--- src/rtl/pong_pixel_gen.sv ---
// pong_pixel_gen: game state (ball, paddle, miss counter) updated once per
// frame in vertical blank, plus a one-cycle-latency pixel renderer that
// drives the vga block's single-bit colour inputs.
// Optional build macro: PONG_CENTER_NET_EN adds a dashed blue centre net.
module pong_pixel_gen #(
  parameter int H_ACTIVE     = 640,
  parameter int V_ACTIVE     = 480,
  parameter int BALL_SIZE    = 8,
  parameter int PADDLE_X     = 16,
  parameter int PADDLE_W     = 8,
  parameter int PADDLE_H     = 64,
  parameter int BALL_SPEED   = 2,
  parameter int PADDLE_SPEED = 4,
  parameter int SERVE_FRAMES = 60
) (
  input  logic       clk,
  input  logic       reset,
  input  logic [9:0] hcount,
  input  logic [9:0] vcount,
  input  logic       btn_up,
  input  logic       btn_down,
  output logic       oR,
  output logic       oG,
  output logic       oB,
  output logic [3:0] misses,
  output logic       frame_tick
);

  localparam int SC_W = (SERVE_FRAMES > 1) ? $clog2(SERVE_FRAMES + 1) : 1;

  localparam logic [9:0] BALL_X0      = 10'((H_ACTIVE - BALL_SIZE) / 2);
  localparam logic [9:0] BALL_Y0      = 10'((V_ACTIVE - BALL_SIZE) / 2);
  localparam logic [9:0] PADDLE_Y0    = 10'((V_ACTIVE - PADDLE_H) / 2);
  localparam logic [9:0] PADDLE_Y_MAX = 10'(V_ACTIVE - PADDLE_H);
  localparam logic [9:0] PADDLE_STEP  = 10'(PADDLE_SPEED);
  localparam logic [SC_W-1:0] SERVE_LAST = SC_W'(SERVE_FRAMES - 1);

  // Signed limits for the 11-bit candidate-position arithmetic
  localparam logic signed [10:0] BALL_X_MAX_S = 11'(H_ACTIVE - BALL_SIZE);
  localparam logic signed [10:0] BALL_Y_MAX_S = 11'(V_ACTIVE - BALL_SIZE);
  localparam logic signed [10:0] HIT_X_S      = 11'(PADDLE_X + PADDLE_W);
  localparam logic signed [10:0] STEP_S       = 11'(BALL_SPEED);

  typedef enum logic [1:0] {
    SERVE = 2'd0,
    PLAY  = 2'd1,
    MISS  = 2'd2
  } state_t;

  state_t          state_reg, state_next;
  logic [9:0]      ball_x_reg, ball_x_next;
  logic [9:0]      ball_y_reg, ball_y_next;
  logic            dx_reg, dx_next;   // 1 = moving right (+x)
  logic            dy_reg, dy_next;   // 1 = moving down (+y)
  logic [9:0]      paddle_y_reg, paddle_y_next;
  logic [3:0]      misses_reg, misses_next;
  logic [SC_W-1:0] serve_cnt_reg, serve_cnt_next;
  logic            frame_tick_reg;

  logic signed [10:0] nx, ny;
  logic               rows_overlap;
  logic               paddle_hit;

  // Candidate next ball position and paddle/ball row overlap, used in PLAY
  always_comb begin
    nx = $signed({1'b0, ball_x_reg}) + (dx_reg ? STEP_S : -STEP_S);
    ny = $signed({1'b0, ball_y_reg}) + (dy_reg ? STEP_S : -STEP_S);
    rows_overlap = ({1'b0, ball_y_reg} <= ({1'b0, paddle_y_reg} + 11'(PADDLE_H - 1))) &&
                   (({1'b0, ball_y_reg} + 11'(BALL_SIZE - 1)) >= {1'b0, paddle_y_reg});
    paddle_hit = !dx_reg && (nx <= HIT_X_S) && rows_overlap;
  end

  // Next-state logic for paddle, ball and serve/play/miss sequencing
  always_comb begin
    state_next     = state_reg;
    ball_x_next    = ball_x_reg;
    ball_y_next    = ball_y_reg;
    dx_next        = dx_reg;
    dy_next        = dy_reg;
    paddle_y_next  = paddle_y_reg;
    misses_next    = misses_reg;
    serve_cnt_next = serve_cnt_reg;

    // Paddle responds to exactly one button; both or neither holds it still
    if (btn_up && !btn_down) begin
      paddle_y_next = (paddle_y_reg < PADDLE_STEP) ? 10'd0 : (paddle_y_reg - PADDLE_STEP);
    end else if (btn_down && !btn_up) begin
      paddle_y_next = (paddle_y_reg > (PADDLE_Y_MAX - PADDLE_STEP)) ?
                      PADDLE_Y_MAX : (paddle_y_reg + PADDLE_STEP);
    end

    case (state_reg)
      SERVE: begin
        ball_x_next = BALL_X0;
        ball_y_next = BALL_Y0;
        if (serve_cnt_reg == SERVE_LAST) begin
          serve_cnt_next = '0;
          state_next     = PLAY;
          dx_next        = 1'b1;
        end else begin
          serve_cnt_next = serve_cnt_reg + 1'b1;
        end
      end

      PLAY: begin
        // Vertical axis: bounce off top and bottom walls
        if (ny < 11'sd0) begin
          ball_y_next = 10'd0;
          dy_next     = 1'b1;
        end else if (ny > BALL_Y_MAX_S) begin
          ball_y_next = BALL_Y_MAX_S[9:0];
          dy_next     = 1'b0;
        end else begin
          ball_y_next = ny[9:0];
        end

        // Horizontal axis: right wall, paddle return, or miss off the left
        if (nx > BALL_X_MAX_S) begin
          ball_x_next = BALL_X_MAX_S[9:0];
          dx_next     = 1'b0;
        end else if (paddle_hit) begin
          ball_x_next = HIT_X_S[9:0];
          dx_next     = 1'b1;
        end else if (nx < 11'sd0) begin
          state_next  = MISS;
        end else begin
          ball_x_next = nx[9:0];
        end
      end

      MISS: begin
        misses_next    = misses_reg + 4'd1;
        ball_x_next    = BALL_X0;
        ball_y_next    = BALL_Y0;
        serve_cnt_next = '0;
        state_next     = SERVE;
      end

      default: begin
        state_next = SERVE;
      end
    endcase
  end

  // Game state register: reset wins, otherwise advance only on frame_tick
  always_ff @(posedge clk) begin
    if (reset) begin
      state_reg     <= SERVE;
      ball_x_reg    <= BALL_X0;
      ball_y_reg    <= BALL_Y0;
      dx_reg        <= 1'b1;
      dy_reg        <= 1'b1;
      paddle_y_reg  <= PADDLE_Y0;
      misses_reg    <= 4'd0;
      serve_cnt_reg <= '0;
    end else if (frame_tick_reg) begin
      state_reg     <= state_next;
      ball_x_reg    <= ball_x_next;
      ball_y_reg    <= ball_y_next;
      dx_reg        <= dx_next;
      dy_reg        <= dy_next;
      paddle_y_reg  <= paddle_y_next;
      misses_reg    <= misses_next;
      serve_cnt_reg <= serve_cnt_next;
    end
  end

  // Per-frame strobe: first pixel of the first blanking line
  always_ff @(posedge clk) begin
    if (reset) begin
      frame_tick_reg <= 1'b0;
    end else begin
      frame_tick_reg <= (vcount == 10'(V_ACTIVE)) && (hcount == 10'd0);
    end
  end

  // Pixel classification against current game state
  logic       in_active;
  logic       ball_pix;
  logic       paddle_pix;
  logic       net_pix;
  logic [2:0] rgb_next;     // {R, G, B}
  logic [2:0] rgb_reg;

  // Decide the colour of the pixel at (hcount, vcount)
  always_comb begin
    in_active  = (hcount < 10'(H_ACTIVE)) && (vcount < 10'(V_ACTIVE));
    ball_pix   = ({1'b0, hcount} >= {1'b0, ball_x_reg}) &&
                 ({1'b0, hcount} <= ({1'b0, ball_x_reg} + 11'(BALL_SIZE - 1))) &&
                 ({1'b0, vcount} >= {1'b0, ball_y_reg}) &&
                 ({1'b0, vcount} <= ({1'b0, ball_y_reg} + 11'(BALL_SIZE - 1)));
    paddle_pix = ({1'b0, hcount} >= 11'(PADDLE_X)) &&
                 ({1'b0, hcount} <= 11'(PADDLE_X + PADDLE_W - 1)) &&
                 ({1'b0, vcount} >= {1'b0, paddle_y_reg}) &&
                 ({1'b0, vcount} <= ({1'b0, paddle_y_reg} + 11'(PADDLE_H - 1)));
`ifdef PONG_CENTER_NET_EN
    // Four columns straddling the centre, 8-line dashes
    net_pix    = (hcount >= 10'(H_ACTIVE / 2 - 2)) &&
                 (hcount <= 10'(H_ACTIVE / 2 + 1)) &&
                 !vcount[3];
`else
    net_pix    = 1'b0;
`endif
    rgb_next = 3'b000;
    if (in_active) begin
      if (ball_pix) begin
        rgb_next = 3'b111;
      end else if (paddle_pix) begin
        rgb_next = 3'b010;
      end else if (net_pix) begin
        rgb_next = 3'b001;
      end
    end
  end

  // One register per colour channel gives the single cycle of latency
  generate
    for (genvar gi = 0; gi < 3; gi++) begin : g_rgb
      always_ff @(posedge clk) begin
        if (reset) begin
          rgb_reg[gi] <= 1'b0;
        end else begin
          rgb_reg[gi] <= rgb_next[gi];
        end
      end
    end
  endgenerate

  assign oR         = rgb_reg[2];
  assign oG         = rgb_reg[1];
  assign oB         = rgb_reg[0];
  assign misses     = misses_reg;
  assign frame_tick = frame_tick_reg;

endmodule

--- config.mk ---
export PLATFORM = sky130hd
export DESIGN_NAME = pong_pixel_gen
export DESIGN_NICKNAME = d
export VERILOG_FILES = /design/src/rtl/pong_pixel_gen.sv
export SDC_FILE = /design/constraint.sdc
export NUM_CORES = 1
export LEC_CHECK = 0
export ABC_AREA = 0
export CORE_MARGIN = 5
export CORE_UTILIZATION = 30
export CTS_CLUSTER_DIAMETER = 150
export DETAILED_ROUTE_END_ITERATION = 7
export PLACE_DENSITY_LB_ADDON = 0.25
export SLEW_MARGIN = 30
export SYNTH_ARGS = -nofsm -noshare
export SYNTH_HDL_FRONTEND = slang
export SYNTH_SLANG_ARGS = --single-unit
--- constraint.sdc ---
create_clock -name clk -period 4 [get_ports clk]
set_clock_uncertainty 0.1 [all_clocks]
set_input_delay 0.4 -clock clk [delete_from_list [all_inputs] [get_ports clk]]
set_output_delay 0.4 -clock clk [all_outputs]
set_load 0.05 [all_outputs]
==> results of run 1 <==
==> kinds of logic (layout without fill, tap and decap cells) <==
kind of cell             after synthesis  count (layout)  share of synthesized area, %
AO/OA/AOI/OAI                        186             186                         25.57
buffers and inverters                 64              97                         4.991
adder cells (fa/ha/maj)               98              98                         25.26
AND/OR/NAND/NOR                      189             189                         19.86
multiplexers                           1               1                        0.2037
flip-flops                            43              43                         17.52
XOR/XNOR                              37              37                         6.595
==> power groups by stage <==
stage / Clock [mW] / Sequential (mW) / Combinational [mW]
2_1_floorplan: 0 / 0.440 / 0.0853
3_3_place_gp: 0 / 0.442 / 0.146
3_5_place_dp: 0 / 0.442 / 0.148
4_1_cts: 0.454 / 0.431 / 0.149
5_1_grt: 0.465 / 0.432 / 0.168
6_report: 0.440 / 0.432 / 0.150
==> metal layers <==
layer,track usage (%),vias up,wire [um]
met3,2.866,19,657
met5,0,-,0
li1,-,2356,-
met1,20.80,2246,6984
met4,4.226,0,298
met2,26.03,98,6658
==> cell usage in the layout (no fill, tap or decap), drive strengths merged, types with 9 or more instances in the layout <==
cell type      instances
a21o                  13
dfxtp                 43
o21a                  16
nand4                  9
nor2                  39
buf                   14
nor4                  11
nand2                 37
ha                    96
nand2b                12
a21oi                 49
xnor2                 30
nor2b                  9
o21ai                 34
clkdlybuf4s50         31
nand3                 13
nor3                  26
inv                   45
o211ai                 9
==> synth_stat cells, drive strengths merged (4+ instances only) <==
library cell and count:
nor4 11, a21o 13, inv 44, xor2 7, nor2 39, clkbuf 18
o21a 16, dfxtp 43, a211oi 7, xnor2 30, nand4 9, o31ai 7
and3 8, nand2 37, ha 96, or3 6, nand2b 12, o211ai 9
nand3 13, a21oi 49, o21ai 34, nor3 26, nor2b 9, a22oi 5
a31oi 7, o2111ai 4, or2 4
==> tightest hold or removal path, cell delays in order, from the launching register on <==
cell     delay [ns]
dfxtp_1        0.32
o21ai_0        0.07
a21oi_1        0.06
==> per-stage QoR <==
stage               hold WS [ns]  util, %  std cells
finish                    0.3892    35.50        867
global route              0.4110    35.50        867
CTS                       0.3897    35.38        866
detailed placement        0.3798    34.45        858
global placement          0.3726    34.45        858
floorplan                 0.3610        -        618
==> area by class of cell <==
| cell class | instances | share of cell area, % |
|---|---|---|
| Clock inverter | 3 | 0.4185 |
| Clock buffer | 5 | 2.203 |
| Tap cell | 216 | 4.758 |
| Timing Repair Buffer | 45 | 7.533 |
| Multi-Input combinational cell | 511 | 67.03 |
| Sequential cell | 43 | 15.15 |
| Inverter | 44 | 2.907 |
==> how the worst max path moves through the flow <==
stage / from / to / slack [ns] / depth (start not counted)
2_1_floorplan: paddle_y_reg[2] / ball_x_reg[7] / 0.17 / 15
3_3_place_gp: paddle_y_reg[2] / dx_reg / 0.19 / 14
5_1_grt: paddle_y_reg[3] / dx_reg / 0.009 / 15
6_report: paddle_y_reg[3] / state_reg[0] / 0.21 / 15
4_1_cts: paddle_y_reg[3] / dx_reg / 0.13 / 14
3_5_place_dp: paddle_y_reg[3] / dx_reg / 0.15 / 14
==> flow_summary.yaml, run 1 <==
outcome:
  outcome: "complete, no violations"
hold_path:
  min_from: "misses[3]"
  hp-class: "reg2reg"
  hold_depth: 2
  hold_end: "misses[3]"
route:
  drtIter0Drc: 235
  drc: 0
  dr.pass1.iters: 5
  wl_per_cell_um: 16.84
  vias: 4719
  wirelength_um: 14600
  detail-route-antenna-nets: 0
  routed_via_density: 5.443
synth:
  syn_area_mm2: 0.004913
  synth_cell_types: 64
  syn-num-nets: 740
  yosysSeqAreaShare_pct: 17.52
  synth_warnings: 0
  synth_top_area_cell: "ha_1"
  syn-instance-count: 618
  ys_seq_elements: 43
  ys.flop_type: "dfxtp_1"
  syn_avg_cell_area_um2: 7.951
  synth_top_area_share_pct: 24.45
  ys_async_sr_fraction_pct: 0
  synthTopCellsByArea: "ha_1, dfxtp_1, xnor2_1"
  synth_enable_flop_cells: 0
setup_path:
  cpMostUsedCell: "ha_1"
  crit_chain: "inv_1, ha_1, or3b_2, nand3_1, xnor2_1, ha_1, a22o_1, nor4_1, o21ai_0, a221o_1, or3_4, o31ai_4, buf_12, o31ai_2, a211oi_2"
  slowest_delay_ns: 0.52
  arrival_ns: 3.92
  critPathLaunchType: "flop"
  reg2reg_from: "paddle_y_reg[3]"
  critical_path_class: "reg2reg"
  crit_required_ns: 4.13
  worstSetupEndpointType: "flop"
  critPathMaxFanout: 10
  rr_endpoint: "state_reg[0]"
  worstRegToRegCells: 15
  crit_buf_inv: 2
  slowest_stage: "or3b_2"
  critical_path.top_delay_family: "compound AO/OA/AOI/OAI gates"
  rrSetupSlack_ns: 0.21
power_and_ir_drop:
  p_seq_share_pct: 42.3
  power.leakage_nw: 2.414
  ir_drop_uv: 144.2
  pwr-share-comb_pct: 14.7
  intPower_mw: 0.7310
  p_switching_mw: 0.2905
  totalPowerFinal_mw: 1.021
  p_clk_share_pct: 43.1
  p_sw_share_pct: 28.44
  p_per_area_mw_per_mm2: 179.8
finish:
  final-seq-area_um2: 860.8
  design_area_mm2: 0.005680
  syn_to_final_growth_pct: 15.61
  fill_cells: 1710
  insertedDiodeCount: 0
  drive_above_1_share_pct: 5.223
  fin_nets: 772
  multi_input_area_mm2: 0.003807
global_route:
  grt_max_degree: 19
  antenna_found_initial: 0
  grtUsageTotal_pct: 15.64
  grt_pass1_vias: 4722
  grt_pass1_wl_um: 23760
  grt_overflow_total: 0
timing:
  min_period_over_period_pct: 94.87
  relSlewSlack_pct: 42.38
  setup_viol_count_final: 0
  worst_pin_slew_ns: 0.8603
  layout_setup_ws_ns: 0.2051
  hold_viol_final: 0
  grt_setup_unrepaired: "false"
  max_freq_ghz: 0.2635
  fin_crit_ns: 3.795
  fin_setup_tns_ns: 0
  slew_viol_final: 0
floorplanning:
  core_mm2: 0.01600
  num_rows: 46
  die_area_mm2: 0.01904
  ios: 32
  fp.dieW_um: 138.0
  die_h_um: 138.0
  initial_core_util_pct: 30.71
job:
  maxCapViolations: 0
cts:
  numCtsBuffers: 5
  post_cts_resized: 0
  clkSinkCount: 43
  root_buffer: "clkbuf_16"
  clk_pin_slew_ns: 0.07
  cts_htree_levels: 2
  clock_latency_ns: 0.30
  clk_path_buf_depth: 2
  tritoncts: "done"
  post_cts_buffers: 0
  hold_buffers: 0
place:
  routabilityCongestion: 0.9325
  place_hpwl_um: 11820
  pre_cts_slack_ns: 0.1498
  placed_cell_area_mm2: 0.005512
  portBuffers: 31
No activity file was read; power rests on OpenSTA's default activity.
==> run 2, diff against run 1 <==
--- a/config.mk
+++ b/config.mk
@@ -6,7 +6,7 @@
 export NUM_CORES = 1
 export LEC_CHECK = 0
 export ABC_AREA = 0
-export CORE_MARGIN = 5
+export ABC_CLOCK_PERIOD_IN_PS = 4000
 export CORE_UTILIZATION = 30
 export CTS_CLUSTER_DIAMETER = 150
 export DETAILED_ROUTE_END_ITERATION = 7
==> flow_summary.yaml, run 2 (synthesis results as in run 1) <==
outcome:
  outcome: "complete, no violations"
global_route:
  antenna_found_initial: 0
  grt_pass1_vias: 4684
  grtUsageTotal_pct: 18.02
  grt_max_degree: 33
  grt_overflow_total: 0
  grt_pass1_wl_um: 23850
finish:
  drive_above_1_share_pct: 5.223
  multi_input_area_mm2: 0.003810
  fin_nets: 772
  layout_common_cells: "ha_1, a21oi_1, inv_1, dfxtp_1, nor2_1"
  insertedDiodeCount: 0
  fill_cells: 1676
  fin_util_pct: 35.66
  syn_to_final_growth_pct: 15.71
  layout_commonest_cell: "ha_1"
  final-seq-area_um2: 860.8
route:
  wl_per_cell_um: 16.77
  drtIter0Drc: 261
  vias: 4709
  dr.pass1.iters: 4
  routed_via_density: 5.431
  detail-route-antenna-nets: 0
  drc: 0
  wirelength_um: 14540
floorplanning:
  num_rows: 46
  die_area_mm2: 0.01689
  die_h_um: 130.0
  ios: 32
  initial_core_util_pct: 30.82
  fp.dieW_um: 130.0
  core_mm2: 0.01594
timing:
  fin_crit_ns: 3.706
  setup_viol_count_final: 0
  worst_pin_slew_ns: 0.8783
  max_freq_ghz: 0.2698
  min_period_over_period_pct: 92.66
  grt_setup_unrepaired: "false"
  relSlewSlack_pct: 41.17
  slew_viol_final: 0
  fin_setup_tns_ns: 0
  hold_viol_final: 0
job:
  maxCapViolations: 0
setup_path:
  critPathLaunchType: "flop"
  crit_required_ns: 4.13
  critPathMaxFanout: 10
  arrival_ns: 3.84
  critical_path_class: "reg2reg"
  worstSetupEndpointType: "flop"
cts:
  clock_latency_ns: 0.30
  clkSinkCount: 43
  clk_pin_slew_ns: 0.07
  clk_path_buf_depth: 2
  tritoncts: "done"
  root_buffer: "clkbuf_16"
  numCtsBuffers: 5
  cts_htree_levels: 2
  hold_buffers: 0
place:
  routabilityCongestion: 0.8734
  place_hpwl_um: 11620
  portBuffers: 31
hold_path:
  hp-class: "reg2reg"
power_and_ir_drop:
  ir_drop_uv: 151.1
  power.leakage_nw: 2.423
  p_per_area_mw_per_mm2: 180.7
==> run 2: cell types whose count changed in the layout (fill, tap and decap cells not counted), sizes merged <==
cell and delta:
clkinv +1, clkinvlp -2, inv +1
==> run 2: worst max-delay path, cell delays in order, from the launching register on <==
cell and delay (ns):
dfxtp_1 0.31, inv_1 0.07, ha_1 0.17, or3b_4 0.42
nand3_1 0.11, xnor2_1 0.16, ha_1 0.30, a22o_1 0.21
nor4_1 0.17, o21ai_1 0.13, a221o_1 0.35, or3_4 0.41
o31ai_4 0.26, buf_12 0.16, o211ai_1 0.10, a22oi_2 0.19
==> run 2: per-layer routing <==
| layer | wire length, um | global-route usage [%] |
|---|---|---|
| met5 | 0 | 0 |
| met4 | 293 | 5.540 |
| met3 | 640 | 2.542 |
| met2 | 6638 | 29.79 |
| met1 | 6968 | 24.18 |
==> run 2: final cells by class <==
class	count	area share (%)
clock inverters	3	0.4621
well taps	216	4.754
repair buffers	45	7.526
multi-input cells	511	67.01
inverters	44	2.905
flip-flops and latches	43	15.14
clock buffers	5	2.201
==> run 2: report_power, final <==
group	internal (mW)	switching (mW)	total, mW
combinational	0.0678	0.0828	0.151
sequential	0.429	0.00287	0.432
clock	0.238	0.207	0.445
total	0.734	0.293	1.03
==> run 2: timing repair <==
action / CTS / global route
setup endpoints to repair: 0 / 9
buffers inserted: 0 / 1
resized for setup: 0 / 2
==> run 2: path summary, 6_finish.rpt <==
path | from | to | slack [ns] | depth (start not counted)
worst max-delay path | paddle_y_reg[2] | dx_reg | 0.29 | 15
worst min register to register | misses[1] | misses[1] | 0.40 | 2
worst max register to register | paddle_y_reg[2] | dx_reg | 0.29 | 15
worst min-delay path | misses[1] | misses[1] | 0.40 | 2
==> run 2: metrics by stage <==
step           power [mW]  hold slack, ns  area (um^2)  worst slack, ns  std cells
5_1_grt             1.075          0.4224         5685          0.04966        867
3_3_place_gp       0.5882          0.3736         5512           0.1915        858
4_1_cts             1.042          0.3986         5663          0.07389        866
6_report            1.027          0.3958         5685           0.2937        867
3_5_place_dp       0.5902          0.3873         5512          0.09122        858
2_1_floorplan      0.5249          0.3610         4913           0.1688        618
==> patch (settings of run 2) <==
Register the outputs `oR`, `oG` and `oB`; this adds one clock of latency there. The other outputs are not delayed to match.
--- a/src/rtl/pong_pixel_gen.sv
+++ b/src/rtl/pong_pixel_gen.sv
@@ -226,9 +226,11 @@
     end
   endgenerate
 
-  assign oR         = rgb_reg[2];
-  assign oG         = rgb_reg[1];
-  assign oB         = rgb_reg[0];
+  always_ff @(posedge clk) begin
+    oR <= rgb_reg[2];
+    oG <= rgb_reg[1];
+    oB <= rgb_reg[0];
+  end
   assign misses     = misses_reg;
   assign frame_tick = frame_tick_reg;
 
Check against the original RTL: not equivalent (Yosys sat finds a counterexample within 4 cycles, from zero or initial values and one cycle with reset high).
==> patch against run 2 <==
Synthesized area rose by 1.5%; design area decreased by 0.46%; sequential cell count rose by 2; total power increased by 5.2%; via count is 3.1% lower; largest power group is now sequential cells; largest cell class unchanged; routed wire length shrank 3.5%; setup slack gained 0.0068 ns.
==> patch: results (changes against run 2) <==
[timing]
worst-slew-pin-transition_ns = 0.904  ; +0.0258 ns

[clock_tree]
post_cts.resized_instances = 0  ; unchanged
numCtsBuffers = 5  ; unchanged
clock_insertion_delay_worst_skew_ns = 0.30  ; about the same
clock_tree.htree_level_count = 2  ; unchanged
cts.reportedPaths.clkPinSlew_ns = 0.07  ; about the same
root_buffer = sky130_fd_sc_hd__clkbuf_16
postCtsSetupBuffers = 0  ; unchanged
cts_max_path_buffers = 2  ; unchanged

[final_layout]
finalNetCount = 761  ; -1.4%
layout.filler_cells = 1645  ; -1.8%
drive_above_1_share_pct = 5.00  ; -0.22 points
antenna_cells = 0  ; unchanged

[detailed_routing]
num_vias = 4563  ; -3.1%
m1_wire_length_mm = 6.65  ; -4.6%
avgViaCountPerCell = 5.33  ; -1.9%
detail_route.iter0.violations = 246  ; -5.7%
route.detailed.wl_per_inst_microns = 16.4  ; -2.2%
wl_met3_microns = 585  ; -8.6%
met2RoutedLength_mm = 6.60  ; -0.65%
drtPass1Iterations = 4  ; unchanged

[yosys]
synth.mux.area_fraction_pct = 0.401  ; +0.20 points
synth_commonest_cells = sky130_fd_sc_hd__ha_1, sky130_fd_sc_hd__a21oi_1, sky130_fd_sc_hd__dfxtp_1, sky130_fd_sc_hd__inv_1, sky130_fd_sc_hd__nor2_1
synth_xor_area_share_pct = 6.30  ; -0.30 points
synth_area_leaders = sky130_fd_sc_hd__ha_1, sky130_fd_sc_hd__dfxtp_1, sky130_fd_sc_hd__xnor2_1
async_flop_share_pct = 0  ; unchanged
synthesis.nets = 739  ; -0.14%
synthAdderAreaFrac_pct = 24.9  ; -0.37 points
synth_cell_types = 69  ; +7.8%
ys.warnings.count = 0  ; unchanged
synth_flop_cell = sky130_fd_sc_hd__dfxtp_1
syn_avg_cell_area_sq_um = 8.08  ; +1.7%
synth-seq-area-share_pct = 18.1  ; +0.54 points
synth-compound-area-share_pct = 24.8  ; -0.80 points

[grt]
globalRouteTotalUtil_pct = 17.0  ; -1.0 points
via_count_of_the_first_global_routing_pass = 4439  ; -5.2%
largest_net_degree_at_the_start_of_global_routing = 28  ; -15%
grt_pass1_wl_mm = 22.4  ; -6.2%

[min_path]
hold_path.class = flip-flop to flip-flop

[status]
outcome = complete, no violations

[critical_path]
cp_top_family = simple AND/OR/NAND/NOR gates
critPathMaxFanout = 8  ; -2
worst-endpoint-arrival_ns = 3.85  ; about the same
critPathSlowestCell = sky130_fd_sc_hd__nor4_1
critPathMaxStageDelay_ns = 0.64  ; +0.22 ns

[place]
gp_congestion = 0.860  ; -1.6%
detailed_place.area_sq_um = 5500  ; -0.16%
post-place-cells = 848  ; -1.2%
dp_hpwl_mm = 11.4  ; -2.2%

[pwr]
internal_power_uw = 778  ; +5.9%
power.ir.vdd_worst_mv = 0.160  ; +5.7%
p_leak_uw = 0.00240  ; -0.77%

## patch: cell families after synthesis
logic type,Yosys count
AOI/OAI and AO/OA,176
xor gates and xnor gates,35
buffers and inverters,64
muxes,2
adders and majority gates,98
DFF,45
and+or+nand+nor,197
## patch: worst paths after layout
check,startpoint,to,slack (ns),cells after the start
hold reg to reg,rgb_reg[1],oG,0.23,0
setup / recovery,ball_y_reg[1],rgb_reg[1],0.30,13
hold / removal,rgb_reg[1],oG,0.23,0
setup reg to reg,ball_y_reg[1],rgb_reg[1],0.30,13
## patch: metal layers
metal	GRT usage, %	vias up
met5	0	-
met4	4.87	0
met3	2.77	17
met2	29.3	84
met1	21.8	2131
li1	-	2331
## patch: worst reg2reg max path: cells and delay by family (launching register included)
family	cells	cell delay (ns)
adder cells (fa/ha/maj)	2	0.60
flip-flops	1	0.47
XOR/XNOR	1	0.20
AO/OA/AOI/OAI	3	0.64
buffers and inverters	2	0.32
AND/OR/NAND/NOR	5	1.30
## patch: power groups by stage
stage	sequential (uW)	clock [uW]	combinational [uW]
CTS	462	472	161
global placement	472	0	158
finish	462	458	161
global route	463	485	181
detailed placement	472	0	159
floorplan	468	0	98.0
## patch: cell type report
class / count / area (sq um) / share of cell area, %
Timing Repair Buffer: 33 / 325 / 5.75
Clock buffer: 6 / 139 / 2.45
Sequential cell: 45 / 901 / 15.9
Inverter: 46 / 173 / 3.05
Multi-Input combinational cell: 508 / 3830 / 67.7
Clock inverter: 2 / 17.5 / 0.310
Tap cell: 216 / 270 / 4.78
## patch: through the flow
step | total power (uW) | setup slack (ns) | hold WS [ns]
2_1_floorplan | 566 | 0.723 | 0.210
3_3_place_gp | 629 | 0.502 | 0.221
3_5_place_dp | 632 | 0.393 | 0.217
4_1_cts | 1090 | 0.368 | 0.233
5_1_grt | 1130 | 0.103 | 0.235
6_report | 1080 | 0.300 | 0.230
